## src/rtl/sdc_block_write_ctrl.sv

```systemverilog
// Block-write sequencer: groups source bytes into SD blocks, requests each write, pads partial last blocks.
// Optional SDC_WR_ERR_EN adds sdWrErr input and sticky errFlag output.
module sdc_block_write_ctrl #(
  parameter int unsigned BLOCK_BYTES = 512,
  parameter logic [31:0] START_ADDR  = 32'h0,
  parameter int unsigned CNT_W       = 16
) (
  input  logic             clk,
  input  logic             resetN,
  input  logic             start,
  input  logic             stop,
  input  logic [7:0]       inData,
  input  logic             inValid,
  output logic             inReady,
  output logic [31:0]      sdAddr,
  output logic             sdWrReq,
  input  logic             sdWrAck,
  output logic [7:0]       sdData,
  output logic             sdDataValid,
  input  logic             sdDataReady,
  input  logic             sdBusy,
  output logic [CNT_W-1:0] blockCount,
  output logic             busy,
  output logic             done
`ifdef SDC_WR_ERR_EN
  ,
  input  logic             sdWrErr,
  output logic             errFlag
`endif
);

  localparam int unsigned BC_W = (BLOCK_BYTES > 1) ? $clog2(BLOCK_BYTES) : 1;
  localparam logic [BC_W-1:0] LAST_BYTE = BC_W'(BLOCK_BYTES - 1);

  typedef enum logic [2:0] {
    IDLE, WAIT_DATA, REQ, STREAM, PAD, WAIT_BUSY, DONE
  } state_e;

  state_e           state_q, state_d;
  logic [31:0]      addr_q, addr_d;
  logic [CNT_W-1:0] blk_q, blk_d;
  logic [BC_W-1:0]  byte_q, byte_d;
  logic             stop_pend_q, stop_pend_d;
  logic             wb_first_q, wb_first_d;
  logic             xfer;
`ifdef SDC_WR_ERR_EN
  logic             err_q, err_d;
`endif

  always_ff @(posedge clk or negedge resetN) begin
    if (!resetN) begin
      state_q     <= IDLE;
      addr_q      <= START_ADDR;
      blk_q       <= '0;
      byte_q      <= '0;
      stop_pend_q <= 1'b0;
      wb_first_q  <= 1'b0;
`ifdef SDC_WR_ERR_EN
      err_q       <= 1'b0;
`endif
    end else begin
      state_q     <= state_d;
      addr_q      <= addr_d;
      blk_q       <= blk_d;
      byte_q      <= byte_d;
      stop_pend_q <= stop_pend_d;
      wb_first_q  <= wb_first_d;
`ifdef SDC_WR_ERR_EN
      err_q       <= err_d;
`endif
    end
  end

  always_comb begin
    state_d     = state_q;
    addr_d      = addr_q;
    blk_d       = blk_q;
    byte_d      = byte_q;
    stop_pend_d = stop_pend_q;
    wb_first_d  = wb_first_q;
`ifdef SDC_WR_ERR_EN
    err_d       = err_q;
`endif
    inReady     = 1'b0;
    sdWrReq     = 1'b0;
    sdData      = '0;
    sdDataValid = 1'b0;
    done        = 1'b0;
    busy        = (state_q != IDLE);
    xfer        = 1'b0;

    case (state_q)
      IDLE: begin
        if (start) begin
          state_d     = WAIT_DATA;
          addr_d      = START_ADDR;
          blk_d       = '0;
          byte_d      = '0;
          stop_pend_d = 1'b0;
`ifdef SDC_WR_ERR_EN
          err_d       = 1'b0;
`endif
        end
      end
      WAIT_DATA: begin
        // No block is open here, so a stop ends the session without a request.
        if (stop || stop_pend_q) state_d = DONE;
        else if (inValid)        state_d = REQ;
      end
      REQ: begin
        sdWrReq = 1'b1;
        if (stop)    stop_pend_d = 1'b1;
        if (sdWrAck) state_d     = STREAM;
      end
      STREAM: begin
        sdData      = inData;
        sdDataValid = inValid;
        inReady     = sdDataReady;
        xfer        = inValid && sdDataReady;
        if (stop) stop_pend_d = 1'b1;
        if (!inValid && stop_pend_q) state_d = PAD;
      end
      PAD: begin
        sdDataValid = 1'b1;
        xfer        = sdDataReady;
        if (stop) stop_pend_d = 1'b1;
      end
      WAIT_BUSY: begin
        wb_first_d = 1'b0;
        if (stop) stop_pend_d = 1'b1;
`ifdef SDC_WR_ERR_EN
        if (sdWrErr) begin
          err_d   = 1'b1;
          state_d = DONE;
        end else
`endif
        if (!wb_first_q && !sdBusy) begin
          addr_d  = addr_q + 32'd1;
          blk_d   = (&blk_q) ? blk_q : blk_q + CNT_W'(1);
          state_d = (stop_pend_q || stop) ? DONE : WAIT_DATA;
        end
      end
      DONE: begin
        done    = 1'b1;
        state_d = IDLE;
      end
      default: state_d = IDLE;
    endcase

    // Byte counting is shared by STREAM and PAD; the final byte closes the block.
    if (xfer) begin
      if (byte_q == LAST_BYTE) begin
        byte_d     = '0;
        state_d    = WAIT_BUSY;
        wb_first_d = 1'b1;
      end else begin
        byte_d = byte_q + BC_W'(1);
      end
    end
  end

  assign sdAddr     = addr_q;
  assign blockCount = blk_q;
`ifdef SDC_WR_ERR_EN
  assign errFlag    = err_q;
`endif

endmodule

```

## config.mk

```make
export PLATFORM = sky130hd
export DESIGN_NAME = sdc_block_write_ctrl
export DESIGN_NICKNAME = d
export VERILOG_FILES = /design/src/rtl/sdc_block_write_ctrl.sv
export SDC_FILE = /design/constraint.sdc
export NUM_CORES = 1
export LEC_CHECK = 0
export BUFFER_PORTS_ARGS = -buffer_cell sky130_fd_sc_hd__buf_2
export CAP_MARGIN = 10
export CORE_ASPECT_RATIO = 0.9
export CORE_UTILIZATION = 40
export DETAILED_ROUTE_END_ITERATION = 10
export GPL_TIMING_DRIVEN = 0
export MAX_ROUTING_LAYER = met4
export PLACE_DENSITY_LB_ADDON = 0.05
export SLEW_MARGIN = 5
export SYNTH_ARGS = -nofsm -noshare
export SYNTH_HDL_FRONTEND = slang
export SYNTH_SLANG_ARGS = --single-unit
```

## constraint.sdc

```tcl
create_clock -name clk -period 2.7 [get_ports clk]
set_input_delay 0.135 -clock clk [delete_from_list [all_inputs] [get_ports clk]]
set_output_delay 0.135 -clock clk [all_outputs]
set_load 0.03 [all_outputs]
```

Yosys cells after proc, flatten, opt, wreduce, memory -nomap -nowiden
Cells that the tools add are included.
{ "classes": {"add_sub_neg": 3, "eq_ne": 11, "n_mux": 33, "n_reduce_logical": 19} }
{ "op_table": {"columns": ["operator", "n"], "rows": [
  ["32-bit 2-to-1 mux", 2],
  ["32-bit case mux with 2 select lines", 1],
  ["16-bit 2-to-1 mux", 3],
  ["9-bit 2-to-1 mux", 4],
  ["32-bit by 1-bit adder with 32-bit output (second input constant)", 1],
  ["16-bit case mux with 2 select lines", 1],
  ["3-bit 2-to-1 mux", 9],
  ["3-bit case mux with 6 select lines", 1],
  ["16-bit by 1-bit adder with 16-bit output (second input constant)", 1],
  ["16-bit AND reduction", 1],
  ["9-bit by 1-bit adder with 9-bit output (second input constant)", 1],
  ["3-bit == test (second input constant)", 3],
  ["9-bit == test (second input constant)", 1],
  ["1-bit 2-to-1 mux", 8],
  ["8-bit 2-to-1 mux", 1],
  ["2-bit nonzero test", 4],
  ["3-bit by 2-bit == test with 1-bit output (second input constant)", 2],
  ["2-bit != test (second input constant)", 3],
  ["1-bit case mux with 2 select lines", 3],
  ["3-bit AND reduction", 2],
  ["4-bit AND reduction", 1],
  ["4-bit OR reduction", 1],
  ["3-bit by 1-bit == test with 1-bit output (second input constant)", 1],
  ["1-bit logical AND", 3],
  ["other kinds (6)", 8]
]} }
{ "totals": {"regBits": 62, "inputBits": 16, "elab_cells": 72} }

Logic depth before layout (Yosys ltp)
Gate-level depths: netlist (run 1).
{ "depth": {"ltp_word": 6, "mapped_depth": 9, "mapped_depth_nobuf": 9} }

Worst setup path before layout (run 1)
OpenSTA, ideal clock, no wires.
{ "synth_timing": {"path_type": "flip-flop to flip-flop", "start": "register addr_q[9], in the netlist sdAddr[9]", "end": "register addr_q[30], in the netlist sdAddr[30]", "arrival_ns": 2.080, "required_ns": 2.623, "setup_slack_ns": 0.543, "path_stages_with_launch": 6, "n_path_buf": 1, "synth_period_minus_slack_ns": 2.157, "cell_sequence": "dfrtp_1 > nand4_2 > or4_4 > buf_6 > or4_1 > a21oi_1"} }
{ "synth_between": {"elab_chain_len": 3} }
{ "synth_lines": {"columns": ["item", "line_no", "text"], "rows": [
  ["start: declaration", "40", "logic [31:0] addr_q, addr_d;"],
  ["start signal: assignment", "63", "addr_q <= addr_d;"],
  ["32-bit by 1-bit adder with 32-bit output", "138", "addr_d = addr_q + 32'd1;"],
  ["32-bit 2-to-1 mux", "137", "if (!wb_first_q && !sdBusy) begin"],
  ["32-bit case mux with 2 select lines", "92", "case (state_q)"]
]} }
No other way between the ends. The select of a mux whose other input is x is not followed.
A chain may end at the register's enable or synchronous reset.

Final worst setup path (run 1)
{ "layout_timing": {"start": "register state_q[2]", "end": "register byte_q[6]"} }
{ "layout_between": {"elab_chain_len": 4, "word_cells_on_any_way": 8} }
{ "layout_lines": {"columns": ["item", "line_no", "text"], "rows": [
  ["start: declaration", "39", "state_e state_q, state_d;"],
  ["start signal: assignment", "62", "state_q <= state_d;"],
  ["3-bit == test / 3-bit by 2-bit == test with 1-bit output (equally long branches)", "92", null],
  ["1-bit case mux with 2 select lines", "92", null],
  ["2-bit nonzero test (no line)", null, null],
  ["2-bit AND reduction (no line)", null, null],
  ["end signal: assignment", "65", "byte_q <= byte_d;"],
  ["end: declaration", "42", "logic [BC_W-1:0] byte_q, byte_d;"]
]} }
Several ways; a longest one is shown, not always the timed one.

==> results of run 1 <==
[sequential cells by signal, summed over array words and instances (netlist names)]
| name | flops |
|---|---|
| sdAddr | 32 |
| blockCount | 16 |
| byte_q | 9 |
| state_q | 3 |
| stop_pend_q | 1 |
| wb_first_q | 1 |
[area by class of cell]
type	count	area [sq um]
Tap cell	122	153
Inverter	13	48.8
Clock buffer	12	155
Timing Repair Buffer	77	393
Sequential cell	62	1550
Clock inverter	4	45.0
Buffer	19	92.6
Fill cell	926	4630
Multi-Input combinational cell	325	2090
[cells in the mapped netlist (13+ instances only)]
master / instances / area, sq um
clkbuf_1: 15 / 56.3
o21ai_0: 16 / 80.1
a21oi_1: 26 / 130
mux2i_1: 18 / 180
or4_1: 14 / 105
nand3_1: 24 / 120
dfrtp_1: 62 / 1550
inv_1: 13 / 48.8
nand2b_1: 13 / 81.3
nand4_1: 14 / 87.6
nor3_1: 13 / 65.1
o31ai_1: 13 / 97.6
nand2_1: 51 / 191
[kinds of logic (layout without fill, tap and decap cells)]
family,after synthesis,after routing,share of synthesized area (%)
simple gates,200,200,30.5
compound gates,98,98,17.6
buf+inv,32,125,3.70
flops,62,62,41.0
xor+xnor,5,5,1.16
mux,18,18,4.76
fa+ha+maj,4,4,1.32
[layer usage]
metal | wire length (um) | vias up | GRT usage (%) | part of all wire (%)
met5 | 0 | - | - | 0
met4 | 107 | 0 | 6.07 | 1.0
met3 | 465 | 9 | 7.00 | 4.5
met2 | 4810 | 71 | 34.8 | 47
met1 | 4910 | 1773 | 29.8 | 48
li1 | - | 1785 | - | -
[power breakdown]
group	internal, mW	leakage (nW)	total (mW)	switching (mW)
Combinational	0.281	1.12	0.906	0.625
Sequential	0.989	0.856	1.06	0.0726
Clock	0.472	0.106	0.840	0.367
[final timing paths]
kind / start / end
setup / recovery: state_q[2]$_DFF_PN0_ / byte_q[6]$_DFFE_PN0P_
hold / removal: sdWrAck / state_q[0]$_DFF_PN0_
setup reg to reg: state_q[2]$_DFF_PN0_ / byte_q[6]$_DFFE_PN0P_
hold reg to reg: byte_q[2]$_DFFE_PN0P_ / byte_q[2]$_DFFE_PN0P_
max in group asynchronous: resetN / byte_q[7]$_DFFE_PN0P_
min in group asynchronous: resetN / sdAddr[14]$_DFFE_PN0P_
[per-stage QoR]
step,instance area [sq um],setup WS [ns],utilization [%]
2_1_floorplan,3780,0.543,-
3_3_place_gp,4320,0.180,47.1
3_5_place_dp,4320,0.158,47.1
4_1_cts,4530,0.151,49.4
5_1_grt,4530,0.00233,49.4
6_report,4530,0.203,49.4
[worst reg2reg max path, cell delays in order (launching register included)]
cell and delay, ns:
dfrtp_1 0.46, clkbuf_1 0.25, nor4_2 1.05, a21oi_1 0.27
a211o_1 0.36
[what timing repair did]
item                                    CTS  global route
hold buffers                              1             0
resized for setup                         0             2
endpoints found under the setup margin    0             9
hold endpoints to repair                 62             0
==> results.sh, run 1 <==
export IMPL_wl_per_cell_um=16.2
export IMPL_setup_viol=0
export IMPL_final_nets=527
export IMPL_dieHeight_um=94.3
export IMPL_antenna_found_initial=0
export IMPL_vias=3638
export IMPL_r2r_cells=4
export IMPL_cts_setup_buffers=0
export IMPL_place_congestion=0.908
export IMPL_synth_edf_count=0
export IMPL_crit_buf_inv=1
export IMPL_dp_hpwl_um=7410
export IMPL_std_cell_rows=33
export IMPL_diodes=0
export IMPL_finalPower_mw=2.81
export IMPL_cts_htree_levels=3
export IMPL_final_cell_mix="buf_2, dfrtp_1, nand2_1"
export IMPL_grt_setup_unrepaired="no"
export IMPL_ioPinCount=77
export IMPL_syn_cell_area_sq_um=3780
export IMPL_worst_slew_pin_slew_ns=1.17
export IMPL_slew_viol_final=0
export IMPL_relSlewSlack_pct=21.1
export IMPL_tns_ns=0
export IMPL_cp_top_family="simple AND/OR/NAND/NOR gates"
export IMPL_root_buffer="clkbuf_8"
export IMPL_grt_max_degree=63
export IMPL_dr_pass1_iters=4
export IMPL_max_cap_viol_count=0
export IMPL_synthCells=419
export IMPL_end_kind="register"
export IMPL_routed_wl_um=10300
export IMPL_core_area_sq_um=9170
export IMPL_fin_crit_sh_pct=92.5
export IMPL_r2r_slack_ns=0.20
export IMPL_dp_cells=617
export IMPL_ys_flop_type="dfrtp_1"
export IMPL_overflow=0
export IMPL_cts_buffer_depth=2
export IMPL_instances_no_fill=634
export IMPL_clock_latency_ns=0.35
export IMPL_antenna_left=0
export IMPL_power_density_nw_per_um2=619
export IMPL_cts_clk_slew_worst_paths_ns=0.07
export IMPL_crit_chain="clkbuf_1 > nor4_2 > a21oi_1 > a211o_1"
export IMPL_ys_async_sr_fraction_pct=100
export IMPL_hold_depth=3
export IMPL_viasPerCell=5.74
export IMPL_grt_pass1_wl_um=17200
export IMPL_place_port_buffers=76
export IMPL_synth_cell_type_count=62
export IMPL_cp_num_cells=4
export IMPL_cts_tree="done"
export IMPL_crit_required_ns=2.93
export IMPL_ys_ff_latch=62
export IMPL_fin_crit_ns=2.50
export IMPL_critical_path_max_fanout=10
export IMPL_start_util_pct=41.3
export IMPL_drive_gt1_share_pct=21.3
export IMPL_power_leakage_nw=2.08
export IMPL_die_area_sq_um=9860
export IMPL_drc=0
export IMPL_clkSinkCount=62
export IMPL_hold_slack_ns=0.0202
export IMPL_hp_class="in -> reg"
export IMPL_yosysWarnings=0
export IMPL_numCtsBuffers=9
export IMPL_slowest_stage="nor4_2"
export IMPL_critPathLaunchType="register"
export IMPL_layout_commonest_cell="buf_2"
export IMPL_arrival_ns=2.73
export IMPL_postSynthAreaPerCell_sq_um=9.03
export IMPL_hold_viol=0
export IMPL_fin_worst_skew_ns=0.00828
export IMPL_grt_total_usage_pct=23.0
export IMPL_syn_to_final_growth_pct=19.7
export IMPL_grt_pass1_vias=3313
export IMPL_ys_seq_area_share_pct=41.0
export IMPL_crit_type="reg -> reg"
export IMPL_max_clock_freq_ghz=0.401
export IMPL_status="finished, final reports clean"
export IMPL_drt_iter0_markers=239
export IMPL_synth_nets=439
export IMPL_die_w_um=105
export IMPL_critPathMaxStageDelay_ns=1.05
export IMPL_peakVddDrop_mv=0.436
No activity file was read; power rests on OpenSTA's default activity.
==> run 2, diff against run 1 <==
==> constraint.sdc (replaced) <==
create_clock -name clk -period 2.7 [get_ports clk]
set_input_delay 0.54 -clock clk [delete_from_list [all_inputs] [get_ports clk]]
set_output_delay 0.54 -clock clk [all_outputs]
set_load 0.1 [all_outputs]
==> run 2 against run 1 <==
  * Design area about the same
  * Worst setup slack got worse by 0.056 ns
  * Final cell count down 0.79%
  * Clock-buffer cell count rose by 1
  * Routed wire length increased by 0.40%
  * Flip-flop and latch count stayed put
  * Register-to-register slack better by 0.097 ns
  * Sequential power barely moved
  * Critical endpoint is now sdData[2]
  * Largest cell class unchanged
  * Largest power group is now combinational cells
  * Highest routed layer unchanged
==> results.sh, run 2 (synthesized netlist as in run 1, its figures left out) <==
export IMPL_root_buffer="clkbuf_8"
export IMPL_r2r_cells=6
export IMPL_final_cell_mix="buf_2, dfrtp_1, nand2_1"
export IMPL_critical_path_max_fanout=13
export IMPL_r2r_end="sdAddr[21]$_DFFE_PN0P_"
export IMPL_largest_register_ffs=32
export IMPL_dp_hpwl_um=7340
export IMPL_cts_htree_levels=3
export IMPL_dr_pass1_iters=5
export IMPL_final_nets=524
export IMPL_place_area_sq_um=4330
export IMPL_place_congestion=0.894
export IMPL_critPathLaunchType="register"
export IMPL_peakVddDrop_mv=0.338
export IMPL_worst_slew_pin_slew_ns=1.11
export IMPL_slew_viol_final=0
export IMPL_overflow=0
export IMPL_grt_busiest_layer="met2"
export IMPL_cp_top_family="buffers and inverters"
export IMPL_syn_to_final_growth_pct=19.8
export IMPL_tns_ns=0
export IMPL_viasPerCell=5.83
export IMPL_cts_tree="done"
export IMPL_status="finished, final reports clean"
export IMPL_met1_usage_pct=30.1
export IMPL_final_area_sq_um=4540
export IMPL_place_port_buffers=76
export IMPL_drt_iter0_markers=202
export IMPL_clock_latency_ns=0.34
export IMPL_layout_commonest_cell="buf_2"
export IMPL_arrival_ns=2.01
export IMPL_r2r_start="state_q[0]$_DFF_PN0_"
export IMPL_drc=0
export IMPL_setup_viol=0
export IMPL_cts_clk_slew_worst_paths_ns=0.07
export IMPL_die_w_um=105
export IMPL_fin_worst_skew_ns=0.00977
export IMPL_vias=3667
export IMPL_core_area_sq_um=9170
export IMPL_numCtsBuffers=9
export IMPL_cts_buffer_depth=2
export IMPL_max_cap_viol_count=0
export IMPL_fin_ws_ns=0.147
export IMPL_end_kind="output pin"
export IMPL_die_area_sq_um=9860
export IMPL_hold_slack_ns=0.278
export IMPL_grt_total_usage_pct=22.2
export IMPL_grt_max_degree=63
export IMPL_dp_slack_ns=-0.0532
export IMPL_power_leakage_nw=2.07
export IMPL_grt_pass1_vias=3267
export IMPL_crit_required_ns=2.16
export IMPL_critPathMaxStageDelay_ns=0.49
export IMPL_crit_buf_inv=3
export IMPL_routed_wl_um=10300
export IMPL_met3_usage_pct=5.13
export IMPL_grt_setup_unrepaired="no"
export IMPL_wl_per_cell_um=16.4
export IMPL_dieHeight_um=94.3
export IMPL_clkSinkCount=62
export IMPL_max_clock_freq_ghz=0.392
export IMPL_use_met2_pct=33.3
export IMPL_hp_class="in -> async"
export IMPL_drive_gt1_share_pct=21.7
export IMPL_std_cell_rows=33
export IMPL_diodes=0
export IMPL_power_density_nw_per_um2=693
export IMPL_finalPower_mw=3.14
export IMPL_slowest_stage="dfrtp_2"
export IMPL_antenna_left=0
export IMPL_fin_crit_ns=2.55
export IMPL_start_util_pct=41.3
export IMPL_crit_type="reg -> out"
export IMPL_fin_crit_sh_pct=94.5
export IMPL_ioPinCount=77
export IMPL_hold_viol=0
export IMPL_relSlewSlack_pct=25.1
export IMPL_cts_hold_buf=0
export IMPL_r2r_slack_ns=0.30
export IMPL_crit_chain="clkbuf_2 > and3_1 > clkbuf_1 > and2_1 > buf_4"
export IMPL_antenna_found_initial=0
export IMPL_grt_pass1_wl_um=16700
## run 2: cell types whose count changed in the layout (fill, tap and decap cells not counted), sizes merged
cell / delta
dlygate4sd3: -1
clkinv: -3
clkbuf: -1
## run 2: report_power, final
| group | internal (mW) | leakage, nW | switching, mW | total [mW] |
|---|---|---|---|---|
| Combinational | 0.291 | 1.12 | 0.953 | 1.24 |
| Clock | 0.468 | 0.0956 | 0.346 | 0.814 |
| Sequential | 0.991 | 0.855 | 0.0933 | 1.08 |
## run 2: timing repair
action,CTS,global route
cloned,0,0
buffers inserted,0,0
resized for setup,10,3
endpoints found under the setup margin,10,9
## run 2: per-stage QoR
step	instances	util (%)
floorplan	419	-
global placement	617	47.2
detailed placement	617	47.2
CTS	629	49.5
global route	629	49.5
finish	629	49.5
## run 2: layer usage
| metal | routed length [um] | vias to the layer above |
|---|---|---|
| met5 | 0 | - |
| met4 | 76 | 0 |
| met3 | 548 | 7 |
| met2 | 4750 | 96 |
| met1 | 4960 | 1791 |
| li1 | - | 1773 |
## run 2: worst max-delay path by stage
stage | from | end | slack [ns] | cells past startpoint
after floorplan | sdAddr[9]$_DFFE_PN0P_ | sdAddr[30]$_DFFE_PN0P_ | 0.06 | 5
after global placement | state_q[1]$_DFF_PN0_ | sdData[0] | -0.01 | 6
after detailed placement | state_q[1]$_DFF_PN0_ | sdData[2] | -0.05 | 6
after CTS | state_q[1]$_DFF_PN0_ | sdData[2] | 0.005 | 5
after global routing | state_q[1]$_DFF_PN0_ | sdData[3] | 0.01 | 5
final | state_q[1]$_DFF_PN0_ | sdData[2] | 0.15 | 5
## run 2: worst reg2reg max path: stages, from the launching register on
cell,delay (ns)
dfrtp_1,0.37
buf_2,0.22
and4bb_2,0.32
o21ai_0,0.64
clkbuf_1,0.44
nor4_1,0.14
mux2i_1,0.14
## run 2: final cells by class
cell class	instances	area, sq um
Fill cell	951	4630
Multi-Input combinational cell	325	2100
Sequential cell	62	1550
Timing Repair Buffer	76	405
Clock buffer	13	159
Tap cell	122	153
Buffer	17	86.3
Inverter	13	48.8
Clock inverter	1	30.0
